File: config.mk
export PLATFORM = sky130hd
export DESIGN_NAME = deskew_unloader_flat
export DESIGN_NICKNAME = d
export VERILOG_FILES = /design/src/rtl/deskew_pkg.sv /design/src/rtl/deskew_unloader_if.sv /design/src/rtl/deskew_unloader_row_fifo.sv /design/src/rtl/deskew_unloader.sv /design/src/flat_wrapper.sv
export SDC_FILE = /design/constraint.sdc
export NUM_CORES = 2
export LEC_CHECK = 0
export ABC_AREA = 1
export CORE_MARGIN = 3
export CORE_UTILIZATION = 45
export DETAILED_ROUTE_END_ITERATION = 16
export PLACE_DENSITY = 0.66
export SLEW_MARGIN = 30
export SYNTH_ARGS = -nofsm -noshare
export SYNTH_HDL_FRONTEND = slang
export SYNTH_HIERARCHICAL = 1
export SYNTH_SLANG_ARGS = --single-unit
File: constraint.sdc
create_clock -name clk -period 148.2 [get_ports clk]
set_input_delay 29.64 -clock clk [delete_from_list [all_inputs] [get_ports clk]]
set_output_delay 29.64 -clock clk [all_outputs]
set_load 0.05 [all_outputs]
File: src/rtl/deskew_pkg.sv
// Shared constants and types for the deskew unloader: default geometry,
// lane element type and output buffer occupancy width.
package deskew_pkg;

  localparam int DIM_DEF       = 8;
  localparam int BITS_DEF      = 64;
  localparam int OUT_DEPTH_DEF = 4;

  typedef logic [BITS_DEF-1:0] lane_t;

  // Occupancy must represent 0..depth inclusive.
  function automatic int cnt_width(input int depth);
    return $clog2(depth + 1);
  endfunction

  localparam int CNT_W_DEF = cnt_width(OUT_DEPTH_DEF);

endpackage

File: src/rtl/deskew_unloader_if.sv
// Stream bundle around the deskew unloader: skewed lane input with strobe,
// aligned row output with valid/ready handshake.
interface deskew_unloader_if
  import deskew_pkg::*;
#(
  parameter int DIM  = DIM_DEF,
  parameter int BITS = BITS_DEF
) ();

  logic                en;
  logic                in_valid;
  logic [DIM*BITS-1:0] lane_in;
  logic [DIM*BITS-1:0] out_data;
  logic                out_valid;
  logic                out_ready;

  modport master (
    output en, in_valid, lane_in, out_ready,
    input  out_data, out_valid
  );

  modport slave (
    input  en, in_valid, lane_in, out_ready,
    output out_data, out_valid
  );

endinterface

File: src/rtl/deskew_unloader_row_fifo.sv
// Synchronous row buffer: DEPTH entries of WIDTH bits, caller guarantees
// push only when space exists (or with a same-edge pop) and pop only when valid.
module row_fifo
  import deskew_pkg::*;
#(
  parameter int WIDTH = DIM_DEF * BITS_DEF,
  parameter int DEPTH = OUT_DEPTH_DEF,
  localparam int CW   = cnt_width(DEPTH)
) (
  input  logic             clk,
  input  logic             rst_n_i,
  input  logic             clr_i,
  input  logic             push_i,
  input  logic             pop_i,
  input  logic [WIDTH-1:0] wdata_i,
  output logic [WIDTH-1:0] rdata_o,
  output logic [CW-1:0]    count_o,
  output logic             valid_o,
  output logic             almost_full_o
);

  localparam int PW = (DEPTH > 1) ? $clog2(DEPTH) : 1;

  logic [WIDTH-1:0] mem_q [DEPTH];
  logic [PW-1:0]    wr_ptr_q, wr_ptr_d;
  logic [PW-1:0]    rd_ptr_q, rd_ptr_d;
  logic [CW-1:0]    count_q, count_d;
  logic             valid_q, afull_q;

  // Pointers wrap explicitly so non-power-of-two depths work.
  function automatic logic [PW-1:0] ptr_inc(input logic [PW-1:0] p);
    if (p == PW'(DEPTH - 1)) begin
      return '0;
    end else begin
      return p + PW'(1);
    end
  endfunction

  // Next pointer and occupancy values.
  always_comb begin
    wr_ptr_d = wr_ptr_q;
    rd_ptr_d = rd_ptr_q;
    count_d  = count_q;
    if (push_i) begin
      wr_ptr_d = ptr_inc(wr_ptr_q);
    end else begin
      wr_ptr_d = wr_ptr_q;
    end
    if (pop_i) begin
      rd_ptr_d = ptr_inc(rd_ptr_q);
    end else begin
      rd_ptr_d = rd_ptr_q;
    end
    case ({push_i, pop_i})
      2'b10:   count_d = count_q + CW'(1);
      2'b01:   count_d = count_q - CW'(1);
      default: count_d = count_q;
    endcase
  end

  // Control state; flags are registered from the next count.
  always_ff @(posedge clk) begin
    if (!rst_n_i || clr_i) begin
      wr_ptr_q <= '0;
      rd_ptr_q <= '0;
      count_q  <= '0;
      valid_q  <= 1'b0;
      afull_q  <= 1'b0;
    end else begin
      wr_ptr_q <= wr_ptr_d;
      rd_ptr_q <= rd_ptr_d;
      count_q  <= count_d;
      valid_q  <= (count_d != CW'(0));
      afull_q  <= (count_d >= CW'(DEPTH - 1));
    end
  end

  // Row storage; contents are meaningless while empty so no reset is needed.
  always_ff @(posedge clk) begin
    if (push_i) begin
      mem_q[wr_ptr_q] <= wdata_i;
    end
  end

  assign rdata_o       = mem_q[rd_ptr_q];
  assign count_o       = count_q;
  assign valid_o       = valid_q;
  assign almost_full_o = afull_q;

endmodule

File: src/rtl/deskew_unloader.sv
// Realigns DIM diagonally skewed lanes into whole rows and queues them in a
// small output buffer drained through a valid/ready handshake.
module deskew_unloader
  import deskew_pkg::*;
#(
  parameter int DIM       = DIM_DEF,
  parameter int BITS      = BITS_DEF,
  parameter int OUT_DEPTH = OUT_DEPTH_DEF
) (
  input  logic               clk,
  input  logic               rst_n,
  input  logic               clr,
  deskew_unloader_if.slave   bus,
  output logic               almost_full,
  output logic               overflow,
  output logic [31:0]        rows_out
);

  localparam int W  = DIM * BITS;
  localparam int CW = cnt_width(OUT_DEPTH);

  logic           clear_s;
  logic [DIM-2:0] vpipe_q, vpipe_d;
  logic [DIM-1:0] vshift_s;
  logic [W-1:0]   row_s;
  logic           push_req_s, push_s, pop_s;
  logic [CW-1:0]  count_s;
  logic           fifo_valid_s, fifo_afull_s;
  logic           overflow_q, overflow_d;
  logic [31:0]    rows_q, rows_d;

  assign clear_s = !rst_n || clr;

  // Lane i waits DIM-1-i strobes so every lane lines up with the last one.
  for (genvar i = 0; i < DIM - 1; i++) begin : g_lane
    localparam int DLY = DIM - 1 - i;
    logic [BITS-1:0] dl_q [DLY];

    // Per-lane delay line, advanced only on strobes.
    always_ff @(posedge clk) begin
      if (clear_s) begin
        for (int j = 0; j < DLY; j++) begin
          dl_q[j] <= '0;
        end
      end else if (bus.en) begin
        dl_q[0] <= bus.lane_in[i*BITS +: BITS];
        for (int j = 1; j < DLY; j++) begin
          dl_q[j] <= dl_q[j-1];
        end
      end
    end

    assign row_s[i*BITS +: BITS] = dl_q[DLY-1];
  end

  assign row_s[(DIM-1)*BITS +: BITS] = bus.lane_in[(DIM-1)*BITS +: BITS];

  assign vshift_s = {vpipe_q, bus.in_valid};

  // Push/pop decisions, overflow and handshake counting.
  always_comb begin
    vpipe_d    = vshift_s[DIM-2:0];
    push_req_s = bus.en && vpipe_q[DIM-2] && !clear_s;
    pop_s      = fifo_valid_s && bus.out_ready && !clear_s;
    push_s     = push_req_s && ((count_s < CW'(OUT_DEPTH)) || pop_s);
    overflow_d = overflow_q || (push_req_s && !push_s);
    if (pop_s) begin
      rows_d = rows_q + 32'd1;
    end else begin
      rows_d = rows_q;
    end
  end

  // Row-start pipeline and status registers.
  always_ff @(posedge clk) begin
    if (clear_s) begin
      vpipe_q    <= '0;
      overflow_q <= 1'b0;
      rows_q     <= 32'd0;
    end else begin
      if (bus.en) begin
        vpipe_q <= vpipe_d;
      end
      overflow_q <= overflow_d;
      rows_q     <= rows_d;
    end
  end

  row_fifo #(
    .WIDTH (W),
    .DEPTH (OUT_DEPTH)
  ) u_row_fifo (
    .clk           (clk),
    .rst_n_i       (rst_n),
    .clr_i         (clr),
    .push_i        (push_s),
    .pop_i         (pop_s),
    .wdata_i       (row_s),
    .rdata_o       (bus.out_data),
    .count_o       (count_s),
    .valid_o       (fifo_valid_s),
    .almost_full_o (fifo_afull_s)
  );

  assign bus.out_valid = fifo_valid_s;
  assign almost_full   = fifo_afull_s;
  assign overflow      = overflow_q;
  assign rows_out      = rows_q;

endmodule
File: src/flat_wrapper.sv
// flat-port wrapper written by rule: the top's interface ports become plain ports
module deskew_unloader_flat import deskew_pkg::*;
#(
  parameter int DIM       = DIM_DEF,
  parameter int BITS      = BITS_DEF,
  parameter int OUT_DEPTH = OUT_DEPTH_DEF
)
  (clk, rst_n, clr, almost_full, overflow, rows_out, bus_en, bus_in_valid, bus_lane_in, bus_out_ready, bus_out_data, bus_out_valid);
  deskew_unloader_if #(.DIM(DIM), .BITS(BITS)) bus_i ();
  input  logic clk;
  input  logic rst_n;
  input  logic clr;
  output logic almost_full;
  output logic overflow;
  output logic [31:0] rows_out;
  input wire logic [$bits(bus_i.en)-1:0] bus_en;
  input wire logic [$bits(bus_i.in_valid)-1:0] bus_in_valid;
  input wire logic [$bits(bus_i.lane_in)-1:0] bus_lane_in;
  input wire logic [$bits(bus_i.out_ready)-1:0] bus_out_ready;
  output wire logic [$bits(bus_i.out_data)-1:0] bus_out_data;
  output wire logic [$bits(bus_i.out_valid)-1:0] bus_out_valid;
  assign bus_i.en = bus_en;
  assign bus_i.in_valid = bus_in_valid;
  assign bus_i.lane_in = bus_lane_in;
  assign bus_i.out_ready = bus_out_ready;
  assign bus_out_data = bus_i.out_data;
  assign bus_out_valid = bus_i.out_valid;
  deskew_unloader #(.DIM(DIM), .BITS(BITS), .OUT_DEPTH(OUT_DEPTH)) u_core (.clk(clk), .rst_n(rst_n), .clr(clr), .bus(bus_i), .almost_full(almost_full), .overflow(overflow), .rows_out(rows_out));
endmodule
==> impl_metrics.env <==
export IMPL_regArea_sq_um=116300
export IMPL_antenna_found_initial=23
export IMPL_coreArea_sq_um=322400
export IMPL_run_status="completed"
export IMPL_overflow=0
export IMPL_setup_viol=0
export IMPL_cp_data_required_time_ns=118.56
export IMPL_finalSetupTns_ns=0
export IMPL_post_drt_wl_per_cell_microns=19.90
export IMPL_cts_resized=0
export IMPL_wl_met3_microns=22590
export IMPL_holdPathEnd="u_core/u_row_fifo/mem_q[3][65]"
export IMPL_ctsHoldBuffers=0
export IMPL_synth_top_flop_cell="edfxtp_1"
export IMPL_rsz0062_at_grt="false"
export IMPL_yosys_cell_types_count=33
export IMPL_die_h_microns=576.5
export IMPL_cts_buffer_depth=4
export IMPL_cts_sinks=3891
export IMPL_utilization=0.5369
export IMPL_synth_cell_area_sq_um=146400
export IMPL_post_cts_buffers=0
export IMPL_max_stage_delay_ns=0.89
export IMPL_rows=208
export IMPL_ys_ff_latch=3891
export IMPL_worstHoldStart="u_core/g_lane[1].dl_q[5][1]"
export IMPL_cts_buffers=389
export IMPL_r2r_cells=10
export IMPL_hold_class="register to register"
export IMPL_finalHoldViolCount=0
export IMPL_cp_start_kind="register"
export IMPL_avgViaCountPerCell=4.997
export IMPL_r2r_start="u_core/u_row_fifo/valid_o"
export IMPL_synth_net_count=11430
export IMPL_crit_slowest_cell="clkdlybuf4s50_1"
export IMPL_dpl_hpwl_microns=195900
export IMPL_end_kind="primary output"
export IMPL_slew_viol_final=0
export IMPL_final_antenna_net_count=0
export IMPL_wl_met1_microns=130700
export IMPL_final_setup_skew_ns=0.07793
export IMPL_holdPathStages=0
export IMPL_root_buffer="clkbuf_16"
export IMPL_clkTransAtPathRegs_ns=0.06
export IMPL_synth_top_area_frac=0.7874
export IMPL_p_leak_uw=0.06261
export IMPL_period_share=0.2430
export IMPL_gp_congestion=0.8483
export IMPL_yosysMostFrequentCell="edfxtp_1"
export IMPL_cp_max_fo=185
export IMPL_track_usage=0.1911
export IMPL_worst_endpoint_arrival_ns=6.38
export IMPL_vdd_drop_max_mv=0.01133
export IMPL_reg2reg_setup_slack_ns=141.94
export IMPL_route_detailed_drc=0
export IMPL_fmax_mhz=27.76
export IMPL_crit_top_cell="buf_4"
export IMPL_dieWidth_microns=576.5
export IMPL_p_per_area_nw_per_um2=12.88
export IMPL_wirelength_microns=329600
export IMPL_clock_latency_ns=0.92
export IMPL_slew_limit_headroom=0.2481
export IMPL_seq_area_frac_synth=0.7944
export IMPL_die_area_sq_um=332300
export IMPL_cts_tree="yes"
export IMPL_yosys_warnings=6
export IMPL_drive_above_1_share=0.05325
export IMPL_final_nets=12450
export IMPL_multi_input_area_sq_um=20170
export IMPL_dr_pass1_iters=5
export IMPL_synthCells=10900
export IMPL_drt_iter0_markers=7696
export IMPL_io_buffers=1064
export IMPL_dr_wl_met2_microns=162800
export IMPL_rr_endpoint="u_core/u_row_fifo/mem_q[3][136]"
export IMPL_grt_max_degree=368
export IMPL_grt_pass1_vias=81350
export IMPL_netlist_top_cell_by_area="edfxtp_1"
export IMPL_async_flop_share=0
export IMPL_fin_crit_ns=36.02
export IMPL_io_pins=1065
export IMPL_area_growth_syn_to_layout_pct=18.23
export IMPL_drv_cap=0
export IMPL_cts_max_level=5
export IMPL_synthTopCellsByCount="edfxtp_1, nor2_1, inv_1"
export IMPL_grt_pass1_wl_microns=491000
export IMPL_netlist_top_cells_area="edfxtp_1, nor2_1, inv_1"
export IMPL_crit_type="register to primary output"
export IMPL_avgSynthCellArea_sq_um=13.43
export IMPL_start_util=0.4542
export IMPL_worst_slew_pin_slew_ns=1.128
export IMPL_synth_enable_flop_cells=3840
export IMPL_crit_chain="clkinv_8, buf_4, buf_4, buf_4, o21ai_0, o22ai_1, clkdlybuf4s50_1"
export IMPL_num_vias=82780
export IMPL_n_fill_cell=25810
export IMPL_topRoutingLayerUsed="met5"
==> area by class of cell <==
type | count | share of cell area
Antenna cell | 16 | 0.0002313
Clock buffer | 477 | 0.05838
Clock inverter | 233 | 0.01299
Inverter | 1866 | 0.04092
Multi-Input combinational cell | 4605 | 0.1165
Sequential cell | 3891 | 0.6719
Tap cell | 4305 | 0.03111
Timing Repair Buffer | 1171 | 0.06795
==> per-layer routing <==
layer | GRT usage | up-vias
met5 | 0 | -
met4 | 0.07827 | 4
met3 | 0.03844 | 527
met2 | 0.3207 | 2613
met1 | 0.2435 | 40740
li1 | - | 38900
==> state kept, by name (all words and copies together) (netlist names), named ones only <==
signal / flops
u_core/g_lane.dl_q: 1792
u_core/u_row_fifo/wr_ptr_q: 2
u_core/u_row_fifo/valid_o: 1
u_core/overflow: 1
u_core/u_row_fifo/count_o: 3
u_core/u_row_fifo/almost_full_o: 1
u_core/vpipe_q: 7
u_core/u_row_fifo/mem_q: 2048
u_core/u_row_fifo/rd_ptr_q: 2
u_core/rows_out: 32
==> worst max path at each step <==
stage / from / endpoint / slack [ns] / cells after the start
2_1_floorplan: rst_n / u_core/g_lane[0].dl_q[0][0] / 77.39 / 3
6_report: register / bus_out_data[215] / 112.18 / 7
3_3_place_gp: rst_n / u_core/g_lane[2].dl_q[0][149] / 111.32 / 11
5_1_grt: register / bus_out_data[220] / 111.97 / 7
4_1_cts: register / bus_out_data[230] / 112.18 / 7
3_5_place_dp: rst_n / u_core/g_lane[2].dl_q[0][213] / 111.51 / 11
==> kinds of logic after synthesis <==
logic type,count (synthesis),share of synthesized area
DFF,3891,0.7944
and+or+nand+nor,3014,0.07823
buffers and inverters,2408,0.06802
AOI/OAI and AO/OA,1581,0.05853
adders and majority gates,8,0.0007347
xor gates and xnor gates,2,0.0001196
==> report_power, final <==
group          internal (uW)  total [uW]  switching [uW]
registers               1230        1240            10.7
logic                   17.9        45.7            27.8
clock network            537         944             407
==> critical path, delay by kind of cell (launching register included) <==
kind,cells,cell delay [ns]
buf+inv,5,3.87
compound gates,2,0.62
flops,1,0.53
==> per-stage QoR <==
stage | hold slack, ns | instances | instance area (sq um) | total power (uW) | setup slack (ns)
global route | 0.4774 | 16560 | 173100 | 2305 | 111.97
CTS | 0.4421 | 16540 | 172900 | 2252 | 112.18
finish | 0.4543 | 16560 | 173100 | 2231 | 112.18
detailed placement | 0.4673 | 15830 | 160600 | 1311 | 111.51
global placement | 0.4544 | 15830 | 160500 | 1309 | 111.32
floorplan | 0.4441 | 10900 | 146400 | 1317 | 77.39
==> cells in the final DEF (no fill, tap or decap), types with 13 or more instances in the layout <==
cell type,Yosys,layout
clkbuf_1,220,86
inv_1,1862,1858
a21oi_1,22,22
clkinv_2,0,58
clkinv_1,0,103
o22ai_1,518,518
diode_2,0,16
buf_6,68,24
clkinv_16,0,15
dfxtp_1,51,49
o21ai_0,1020,1020
nor3_1,13,13
edfxtp_1,3840,3840
o21ai_1,16,16
clkdlybuf4s50_1,0,1064
nand2_1,74,73
bufinv_16,0,28
buf_4,15,69
nor2_1,2867,2867
nand3_1,34,34
clkbuf_16,0,391
Power figures use the tool's default switching activity.
